File: config.mk
export PLATFORM = sky130hd
export DESIGN_NAME = riscv_multicycle_control
export DESIGN_NICKNAME = d
export VERILOG_FILES = /design/src/rtl/riscv_multicycle_control.sv
export SDC_FILE = /design/constraint.sdc
export NUM_CORES = 1
export LEC_CHECK = 0
export CAP_MARGIN = 20
export CORE_ASPECT_RATIO = 1.4
export CORE_MARGIN = 4
export CORE_UTILIZATION = 29
export DETAILED_ROUTE_END_ITERATION = 7
export PLACE_DENSITY = 0.8
export RECOVER_POWER = 25
export SLEW_MARGIN = 0
export SYNTH_ARGS = -nofsm -noshare
export SYNTH_HDL_FRONTEND = slang
export SYNTH_SLANG_ARGS = --single-unit
File: constraint.sdc
create_clock -name clk -period 2.6 [get_ports clk]
set_input_delay 0.52 -clock clk [delete_from_list [all_inputs] [get_ports clk]]
set_output_delay 0.52 -clock clk [all_outputs]
set_load 0.01 [all_outputs]
File: src/rtl/riscv_multicycle_control.sv
// riscv_multicycle_control: FSM sequencer stepping RV32I instructions through fetch/decode/execute/mem/writeback over one shared memory port
module riscv_multicycle_control (
  input  logic        clk,
  input  logic        reset,
  input  logic [31:0] instruction,
  input  logic        branch_taken,
  input  logic        mem_ready,
  output logic        mem_req,
  output logic        mem_write,
  output logic        addr_sel,
  output logic        ir_write,
  output logic        mdr_write,
  output logic        aluout_write,
  output logic        pc_write,
  output logic [1:0]  pc_src,
  output logic [1:0]  alu_a_sel,
  output logic [1:0]  alu_b_sel,
  output logic [1:0]  alu_op,
  output logic        reg_write,
  output logic [1:0]  wb_sel,
  output logic [2:0]  state,
  output logic        illegal,
  output logic        retired
);
  typedef enum logic [2:0] {
    S_FETCH   = 3'd0,
    S_DECODE  = 3'd1,
    S_EXECUTE = 3'd2,
    S_MEM     = 3'd3,
    S_WB      = 3'd4,
    S_TRAP    = 3'd5
  } state_t;
  state_t r_state, w_next;
  logic [6:0] w_opc;
  logic w_r, w_ialu, w_load, w_store, w_branch, w_jal, w_jalr, w_lui, w_auipc, w_legal;
  logic w_mem_req, w_mem_write, w_addr_sel, w_ir_write, w_mdr_write, w_aluout_write, w_pc_write;
  logic w_reg_write, w_retired;
  logic [1:0] w_pc_src, w_alu_a_sel, w_alu_b_sel, w_alu_op, w_wb_sel;
  logic w_unused;
  assign w_unused = &{1'b0, instruction[31:15]};
  assign w_opc    = instruction[6:0];
  assign w_r      = w_opc == 7'b0110011;
  assign w_ialu   = w_opc == 7'b0010011;
  assign w_load   = w_opc == 7'b0000011;
  assign w_store  = w_opc == 7'b0100011;
  assign w_branch = w_opc == 7'b1100011;
  assign w_jal    = w_opc == 7'b1101111;
  assign w_jalr   = w_opc == 7'b1100111 && instruction[14:12] == 3'b000;
  assign w_lui    = w_opc == 7'b0110111;
  assign w_auipc  = w_opc == 7'b0010111;
  assign w_legal  = w_r | w_ialu | w_load | w_store | w_branch | w_jal | w_jalr | w_lui | w_auipc;
  always_ff @(posedge clk)
    r_state <= reset ? S_FETCH : w_next;
  always_comb begin
    w_next         = r_state;
    w_mem_req      = 1'b0;
    w_mem_write    = 1'b0;
    w_addr_sel     = 1'b0;
    w_ir_write     = 1'b0;
    w_mdr_write    = 1'b0;
    w_aluout_write = 1'b0;
    w_pc_write     = 1'b0;
    w_pc_src       = 2'd0;
    w_alu_a_sel    = 2'd0;
    w_alu_b_sel    = 2'd0;
    w_alu_op       = 2'd0;
    w_reg_write    = 1'b0;
    w_wb_sel       = 2'd0;
    w_retired      = 1'b0;
    case (r_state)
      S_FETCH: begin
        w_mem_req  = 1'b1;
        w_ir_write = mem_ready;
        w_pc_write = mem_ready;
        w_next     = mem_ready ? S_DECODE : S_FETCH;
      end
      S_DECODE: begin
        w_alu_a_sel    = 2'd1;
        w_alu_b_sel    = 2'd1;
        w_aluout_write = 1'b1;
        w_next         = w_legal ? S_EXECUTE : S_TRAP;
      end
      S_EXECUTE: begin
        w_alu_a_sel    = w_auipc ? 2'd1 : 2'd0;
        w_alu_b_sel    = (w_ialu | w_lui | w_auipc | w_load | w_store | w_jalr) ? 2'd1 : 2'd0;
        w_alu_op       = (w_r | w_ialu) ? 2'd1 : w_lui ? 2'd2 : 2'd0;
        w_aluout_write = w_r | w_ialu | w_lui | w_auipc | w_load | w_store;
        w_pc_write     = w_jal | w_jalr | (w_branch & branch_taken);
        w_pc_src       = w_jalr ? 2'd2 : (w_branch | w_jal) ? 2'd1 : 2'd0;
        w_retired      = w_branch;
        w_next         = w_branch ? S_FETCH : (w_load | w_store) ? S_MEM : S_WB;
      end
      S_MEM: begin
        w_mem_req   = 1'b1;
        w_addr_sel  = 1'b1;
        w_mem_write = w_store;
        w_mdr_write = mem_ready & w_load;
        w_retired   = mem_ready & w_store;
        w_next      = !mem_ready ? S_MEM : w_load ? S_WB : S_FETCH;
      end
      S_WB: begin
        w_reg_write = instruction[11:7] != 5'd0;
        w_wb_sel    = w_load ? 2'd1 : (w_jal | w_jalr) ? 2'd2 : 2'd0;
        w_retired   = 1'b1;
        w_next      = S_FETCH;
      end
      S_TRAP:  w_next = S_TRAP;
      default: w_next = S_FETCH;
    endcase
  end
  // Reset is synchronous for the state, but outputs are also squashed while it is held so an in-flight access or write aborts on the reset edge.
  assign mem_req      = w_mem_req & ~reset;
  assign mem_write    = w_mem_write & ~reset;
  assign addr_sel     = w_addr_sel & ~reset;
  assign ir_write     = w_ir_write & ~reset;
  assign mdr_write    = w_mdr_write & ~reset;
  assign aluout_write = w_aluout_write & ~reset;
  assign pc_write     = w_pc_write & ~reset;
  assign pc_src       = reset ? 2'd0 : w_pc_src;
  assign alu_a_sel    = reset ? 2'd0 : w_alu_a_sel;
  assign alu_b_sel    = reset ? 2'd0 : w_alu_b_sel;
  assign alu_op       = reset ? 2'd0 : w_alu_op;
  assign reg_write    = w_reg_write & ~reset;
  assign wb_sel       = reset ? 2'd0 : w_wb_sel;
  assign retired      = w_retired & ~reset;
  assign state        = reset ? 3'd0 : r_state;
  assign illegal      = ~reset && r_state == S_TRAP;
endmodule

* Word level (Yosys, flattened, before mapping)
Cells that the tools add are included.
** Word-level totals
- Bits in registers :: 3
- Input port bits :: 36
** Cells by class
- Eq/ne operators :: 14
- Muxes and demuxes :: 35
- Bitwise gates (word level) :: 34
- Reduce and logical (&&, ||, !) cells :: 6
** Operators by type and width (count)
- 2-to-1 mux 2 bit :: 13
- equality test 7 x 6 -> 1 bit, second input constant :: 3
- equality test 7 bit, second input constant :: 3
- OR 1 bit :: 21
- 2-to-1 mux 3 bit :: 6
- case mux 3 bit (5 select lines) :: 1
- equality test 7 x 5 -> 1 bit, second input constant :: 2
- bitwise AND 1 bit :: 12
- 2-to-1 mux 1 bit :: 10
- case mux 1 bit (2 select lines) :: 4
- equality test 7 x 2 -> 1 bit, second input constant :: 1
- equality test 3 x 2 -> 1 bit, second input constant :: 2
- equality test 3 bit, second input constant :: 2
- zero test 3 bit :: 2
- nonzero test 5 bit :: 1
- equality test 3 x 1 -> 1 bit, second input constant :: 1
- case mux 1 bit (3 select lines) :: 1
- logical AND 1 bit :: 2
- OR reduction 2 bit :: 1
- inverter 1 bit :: 1

* Depth between registers and ports, before layout
Gate-level depths: netlist (run 1).
- Depth after elaboration :: 11
- Depth in mapped cells :: 5
- Gate-level depth less buffers :: 4

* Worst setup path before layout (run 1)
Ideal clock, no wire load.
- Path kind :: input -> output
- Start point :: in instruction[6]
- End point :: out alu_a_sel[0]
- Data arrival time :: 1.914 ns
- Required time :: 2.080 ns
- Slack :: 0.166 ns
- Stages :: 4
- Cell sequence :: clkbuf_1 > or4b_2 > or3_1 > a21oi_1
** On the way
- Cells in the longest elaborated chain, start to end :: 4
** Ends and longest elaborated chain
- start: declaration :: RTL line 5 : input logic [31:0] instruction,
- equality test 7 x 5 -> 1 bit :: RTL line 50 : assign w_auipc = w_opc == 7'b0010111;
- 2-to-1 mux 1 bit :: RTL line 84 : w_alu_a_sel = w_auipc ? 2'd1 : 2'd0;
- case mux 1 bit (2 select lines) :: RTL line 70 : case (r_state)
- 2-to-1 mux 2 bit :: RTL line 120 : assign alu_a_sel = reset ? 2'd0 : w_alu_a_sel;
- end: declaration :: RTL line 16 : output logic [1:0] alu_a_sel,
No other way between the ends.

* Worst setup path in the final report (run 1)
- Start point :: in instruction[2]
- End point :: out alu_a_sel[0]
Same word-level chain as after synthesis.

==> flow_summary.ini, run 1 <==
[pwr]
powerDensity_mw_per_mm2 = 233
power_report.internal_total_mw = 0.193
clock_power_share = 0.277
total_power_mw = 0.310
p_seq_frac = 0.207
max-vdd-ir-drop_mv = 0.146
p_leak_nw = 0.634
power.share.combinational = 0.516
netSwitchingPower_mw = 0.117
swShare = 0.377

[grt]
gr-total-overflow = 0
antenna_found_initial = 0
grt_pass1_vias = 1160
grt_pass1_wl_um = 5100
grt_max_degree = 13
grtUsageTotal = 0.243

[finish]
layout_commonest_cell = sky130_fd_sc_hd__buf_4
largest_reg_flops = 3
synthToLayoutAreaGrowth_pct = 125
seq_area_um2 = 60.1
final_nets = 202
antenna_cells_inserted = 0
multiInputGateArea_um2 = 569
most-common-layout-cells = sky130_fd_sc_hd__buf_4 (31), sky130_fd_sc_hd__clkdlybuf4s50_1 (11), sky130_fd_sc_hd__nor2_1 (9)
regMostFlops = r_state
drive_above_1_share = 0.364
final.fill_count = 154
largestRegisters = r_state x3

[sta]
max_freq_ghz = 0.392
finalCriticalPeriod_ns = 2.55
hold_violations = 0
final-max-slew-violation-count = 0
timing.clock.skew_ns = 0.00104
layout_worst_path_cycle_share = 0.982
report.final.setup_viol = 0
fin_ws_ns = 0.0467

[min_path]
min_path_type = reg2reg

[cts]
cts_inserted_buffers = 3
cts-root-to-sink-buffers = 2
clk_transition_reported_paths_ns = 0.04
cts-htree-levels = 1
clock_insertion_delay_worst_skew_ns = 0.24
cts_tree = done
post_cts_hold_buffer_count = 0
cts_sinks = 3
cts.root.buffer_cell = sky130_fd_sc_hd__clkbuf_4

[placed_design]
gpl.final_weighted_congestion = 0.846
place.detailed.hpwl_um = 2050
port_buffers = 39
dp_slack_ns = -0.738

[drt]
routed_wirelength_um = 3450
drt_iter0_drc = 61
drc = 0
via_count = 1109
ant_nets = 0
via_per_inst = 5.96
wl_per_cell_um = 18.5
drt_first_pass_iters = 4

[critical_path]
critPathArrivalTime_ns = 2.03
critPathLaunchType = input port
worst_setup_path_end_kind = output port
criticalPathCategory = in2out
worst_ep_required_time_ns = 2.08
critPathSlowestCell = sky130_fd_sc_hd__or4b_4
critical_path.max_stage_delay_ns = 0.51
critical_path_peak_fanout = 2
cell_breakdown_of_the_critical_path = dlygate4sd2_1 > nand3_1 > or4b_4 > or3_1 > a21oi_1 > buf_2

[yosys]
synth.ff_latch_count = 3
synth-edff-count = 0
async_reset_ff_frac = 0
synthXorXnorAreaFrac = 0.0148
yosys.cell_types.count = 39
post_syn_area_um2 = 591
ys_warn_count = 0
synth_mux_area_frac = 0.0169
yosys.area_share.adder = 0
synth_compound_area_frac = 0.239
synth_top_family_by_area = simple AND/OR/NAND/NOR gates
sequential_to_total_area_share_from_yosys_stat = 0.102
synthesis.area_per_instance_um2 = 6.42
yosys.area_share.simple = 0.536
postSynthCellCount = 92
primary_flip_flop_cell_chosen_by_synthesis_mapping = sky130_fd_sc_hd__dfxtp_1

[floorplanning]
fp.dieArea_mm2 = 0.00283
dieHeight_um = 61.4
initial_utilization = 0.303
floorplan.rows = 19
die-width_um = 46.1
boundaryPins = 59
core_region_area_mm2 = 0.00195

[job]
drv_cap = 0

[status]
status = finished, final reports clean
[per-stage QoR]
step | setup TNS, ns | std cells | cell area [um^2] | utilization | hold WS [ns]
finish | 0 | 186 | 1330 | 0.682 | 0.699
global route | -0.0267 | 186 | 1330 | 0.682 | 0.715
CTS | -0.0119 | 186 | 1300 | 0.666 | 0.664
detailed placement | -6.23 | 170 | 1160 | 0.597 | 0.658
global placement | -5.70 | 170 | 1160 | 0.597 | 0.622
floorplan | 0 | 93 | 594 | - | 0.589
[final timing paths]
kind                  start           end  slack [ns]  depth (start not counted)
min reg2reg      r_state[1]    r_state[1]        0.70                          2
min              r_state[1]    r_state[1]        0.70                          2
max reg2reg      r_state[0]    r_state[2]        0.79                          4
max          instruction[2]  alu_a_sel[0]        0.05                          6
[cell families (layout without fill, tap and decap cells)]
kind of cell | after synthesis | after routing
flops | 3 | 3
buf+inv | 11 | 83
xor+xnor | 1 | 1
mux | 1 | 1
compound gates | 21 | 21
simple gates | 54 | 54
other cells | 1 | 2
[repair_timing]
action,in CTS,in global routing
setup buffers,13,0
pin swaps,8,6
endpoints found under the setup margin,18,13
resized for setup,62,17
[layer usage]
metal / vias up / GRT usage / part of all wire
met1: 512 / 0.234 / 0.32
met5: - / 0 / 0
met2: 87 / 0.443 / 0.55
li1: 482 / - / -
met3: 28 / 0.0322 / 0.069
met4: 0 / 0.191 / 0.060
[area by class of cell]
type / instances / share of cell area
Clock buffer: 4 / 0.0198
Inverter: 2 / 0.00564
Multi-Input combinational cell: 79 / 0.428
Sequential cell: 3 / 0.0452
Tap cell: 21 / 0.0198
Timing Repair Buffer: 77 / 0.482
[critical path: cells and delay by family]
family / cells / cell delay, ns
buffers and inverters: 2 / 0.39
AO/OA/AOI/OAI: 1 / 0.14
AND/OR/NAND/NOR: 3 / 0.98
[power by group through the flow]
stage          Combinational (mW)  Sequential [mW]  Clock, mW
3_5_place_dp                0.144           0.0625          0
5_1_grt                     0.169           0.0648     0.0942
6_report                    0.160           0.0642     0.0858
4_1_cts                     0.150           0.0622     0.0886
3_3_place_gp                0.141           0.0623          0
2_1_floorplan              0.0652           0.0529          0
[cell usage after synthesis (2+ instances only)]
cell / number / share of area
sky130_fd_sc_hd__nor2_1: 10 / 0.064
sky130_fd_sc_hd__nor2b_1: 7 / 0.074
sky130_fd_sc_hd__clkbuf_1: 6 / 0.038
sky130_fd_sc_hd__nand2_1: 6 / 0.038
sky130_fd_sc_hd__a21oi_1: 5 / 0.042
sky130_fd_sc_hd__nor3_1: 5 / 0.042
sky130_fd_sc_hd__and3_1: 4 / 0.042
sky130_fd_sc_hd__dfxtp_1: 3 / 0.10
sky130_fd_sc_hd__nand2b_1: 3 / 0.032
sky130_fd_sc_hd__o21ai_0: 3 / 0.025
sky130_fd_sc_hd__or3_1: 3 / 0.032
sky130_fd_sc_hd__a211o_1: 2 / 0.030
sky130_fd_sc_hd__a31oi_1: 2 / 0.021
sky130_fd_sc_hd__buf_4: 2 / 0.025
sky130_fd_sc_hd__inv_1: 2 / 0.013
sky130_fd_sc_hd__nand4_1: 2 / 0.021
sky130_fd_sc_hd__nand4bb_1: 2 / 0.038
sky130_fd_sc_hd__nor4_1: 2 / 0.021
sky130_fd_sc_hd__nor4b_1: 2 / 0.030
sky130_fd_sc_hd__o31ai_1: 2 / 0.025
No activity file was read; power rests on OpenSTA's default activity.
==> run 2: changes to the inputs <==
--- a/config.mk
+++ b/config.mk
@@ -14,3 +14,3 @@
 export RECOVER_POWER = 25
-export SLEW_MARGIN = 0
+export SLEW_MARGIN = 5
 export SYNTH_ARGS = -nofsm -noshare
==> constraint.sdc (replaced) <==
create_clock -name clk -period 2.6 [get_ports clk]
set_input_delay 0.39 -clock clk [delete_from_list [all_inputs] [get_ports clk]]
set_output_delay 0.39 -clock clk [all_outputs]
set_load 0.01 [all_outputs]
==> run 2 against run 1 <==
Net effect:
- sequential cell count unchanged
- maximum frequency up 0.61%
- combinational power down 15%
- largest cell class unchanged
- setup slack better by 0.016 ns
- hold slack worse by 0.038 ns
- global-route usage down 6.2 points
- clock power down 4.2%
- clock-buffer cell count unchanged
- largest power group unchanged
- clock skew up 0.0013 ns
==> flow_summary.ini, run 2 (synthesized netlist as in run 1, its figures left out) <==
[status]
status = finished, final reports clean

[finish]
post_layout_nonfiller_instances = 169
synthToLayoutAreaGrowth_pct = 97.9
postLayoutCoreUtil = 0.599
final_cell_area_mm2 = 0.00117
drive_above_1_share = 0.250
most-common-layout-cells = sky130_fd_sc_hd__clkdlybuf4s50_1 (23), sky130_fd_sc_hd__buf_4 (19), sky130_fd_sc_hd__nor2_1 (9)
largest_reg_flops = 3
regMostFlops = r_state
antenna_cells_inserted = 0
largestRegisters = r_state x3
final_nets = 185
layout_commonest_cell = sky130_fd_sc_hd__clkdlybuf4s50_1

[drt]
detail_route.wirelength.met1_um = 838
routed_wirelength_um = 2360
drc = 0
drt_iter0_drc = 31
dr_wl_met3_um = 141
via_count = 908
dr_wl_met2_um = 1310
wl_per_cell_um = 14.0
drt_first_pass_iters = 4
via_per_inst = 5.37
route.top_layer_used = met4
ant_nets = 0

[sta]
hold_ws_ns = 0.661
layout_worst_path_cycle_share = 0.976
hold_violations = 0
timing.clock.skew_ns = 0.00235
fin_ws_ns = 0.0622
report.final.setup_viol = 0
max_freq_ghz = 0.394
finalCriticalPeriod_ns = 2.54
final.setup.tns_ns = 0
final-max-slew-violation-count = 0

[critical_path]
regToRegEndpoint = r_state[2]
crit-reg2reg-launch = r_state[0]
critical_path.max_stage_delay_ns = 0.51
worstRegToRegCells = 4
setup.reg_to_reg.worst_slack_ns = 0.87
cpLargestDelayFamily = simple AND/OR/NAND/NOR gates
critical_path_peak_fanout = 3
critPathSlowestCell = sky130_fd_sc_hd__or4b_4
critPathLaunchType = input port
critPathArrivalTime_ns = 2.15
worst_ep_required_time_ns = 2.21
cell_breakdown_of_the_critical_path = clkdlybuf4s50_1 > nand3_1 > or4b_4 > or3_1 > a21oi_1 > buf_2
cp_num_cells = 6
criticalPathCategory = in2out
worstPathBufferInverterCount = 2
worst_setup_path_end_kind = output port

[pwr]
swShare = 0.347
p_seq_frac = 0.222
power_report.internal_total_mw = 0.183
clock_power_share = 0.293
powerDensity_mw_per_mm2 = 240
max-vdd-ir-drop_mv = 0.169
power.share.combinational = 0.485
total_power_mw = 0.281
p_leak_nw = 0.503
netSwitchingPower_mw = 0.0973

[cts]
cts-root-to-sink-buffers = 2
clock_insertion_delay_worst_skew_ns = 0.23
cts.root.buffer_cell = sky130_fd_sc_hd__clkbuf_4
clk_transition_reported_paths_ns = 0.04
cts_sinks = 3
cts_tree = done
cts-htree-levels = 1
cts_inserted_buffers = 3

[min_path]
hold_path_depth = 2
worstHoldEndpoint = r_state[1]
worst_hold_startpoint = r_state[1]
min_path_type = reg2reg

[placed_design]
placed_cells = 163
gpl.final_weighted_congestion = 0.859
port_buffers = 39
dp_slack_ns = -0.450
placedInstanceArea_mm2 = 0.00111
place.detailed.hpwl_um = 1830

[grt]
grt_max_degree = 13
antenna_found_initial = 0
gr-total-overflow = 0
grt_pass1_vias = 917
grtUsageTotal = 0.181
grt_pass1_wl_um = 3890

[floorplanning]
initial_utilization = 0.303
boundaryPins = 59
core_region_area_mm2 = 0.00195
fp.dieArea_mm2 = 0.00283
floorplan.rows = 19
dieHeight_um = 61.4
die-width_um = 46.1

[job]
drv_cap = 0
run 2: worst register-to-register path, stage by stage (launching register included):
cell and delay [ns]:
sky130_fd_sc_hd__dfxtp_1 0.53, sky130_fd_sc_hd__nand2_1 0.13, sky130_fd_sc_hd__or4_1 0.40, sky130_fd_sc_hd__or4b_1 0.47, sky130_fd_sc_hd__a31oi_1 0.13
run 2: worst max-delay path by stage:
stage | start | end
finish | instruction[1] | alu_a_sel[0]
floorplan | instruction[6] | alu_a_sel[0]
global route | instruction[4] | retired
CTS | instruction[0] | alu_a_sel[0]
detailed placement | instruction[0] | alu_a_sel[0]
global placement | instruction[1] | alu_a_sel[0]
run 2: cell type report:
type	count	area (um^2)
Multi-Input combinational cell	79	523
Sequential cell	3	60.1
Clock buffer	4	26.3
Fill cell	186	781
Inverter	2	7.51
Tap cell	21	26.3
Timing Repair Buffer	60	526
run 2: power groups by stage:
| stage | clock, mW | combinational, mW | sequential (mW) |
|---|---|---|---|
| 2_1_floorplan | 0 | 0.0652 | 0.0529 |
| 3_3_place_gp | 0 | 0.133 | 0.0623 |
| 3_5_place_dp | 0 | 0.135 | 0.0622 |
| 4_1_cts | 0.0859 | 0.136 | 0.0616 |
| 5_1_grt | 0.0921 | 0.147 | 0.0639 |
| 6_report | 0.0822 | 0.136 | 0.0624 |
run 2: layer usage:
metal / vias to the layer above / GRT usage
li1: 446 / -
met1: 412 / 0.186
met2: 40 / 0.337
met3: 10 / 0.0526
met4: 0 / 0.0650
met5: - / 0
run 2: what timing repair did:
item | 4_1_cts | 5_1_grt
gates resized for setup | 18 | 19
setup buffers | 2 | 0
hold buffers | 0 | 0
setup endpoints to repair | 11 | 6
pin swaps | 1 | 1
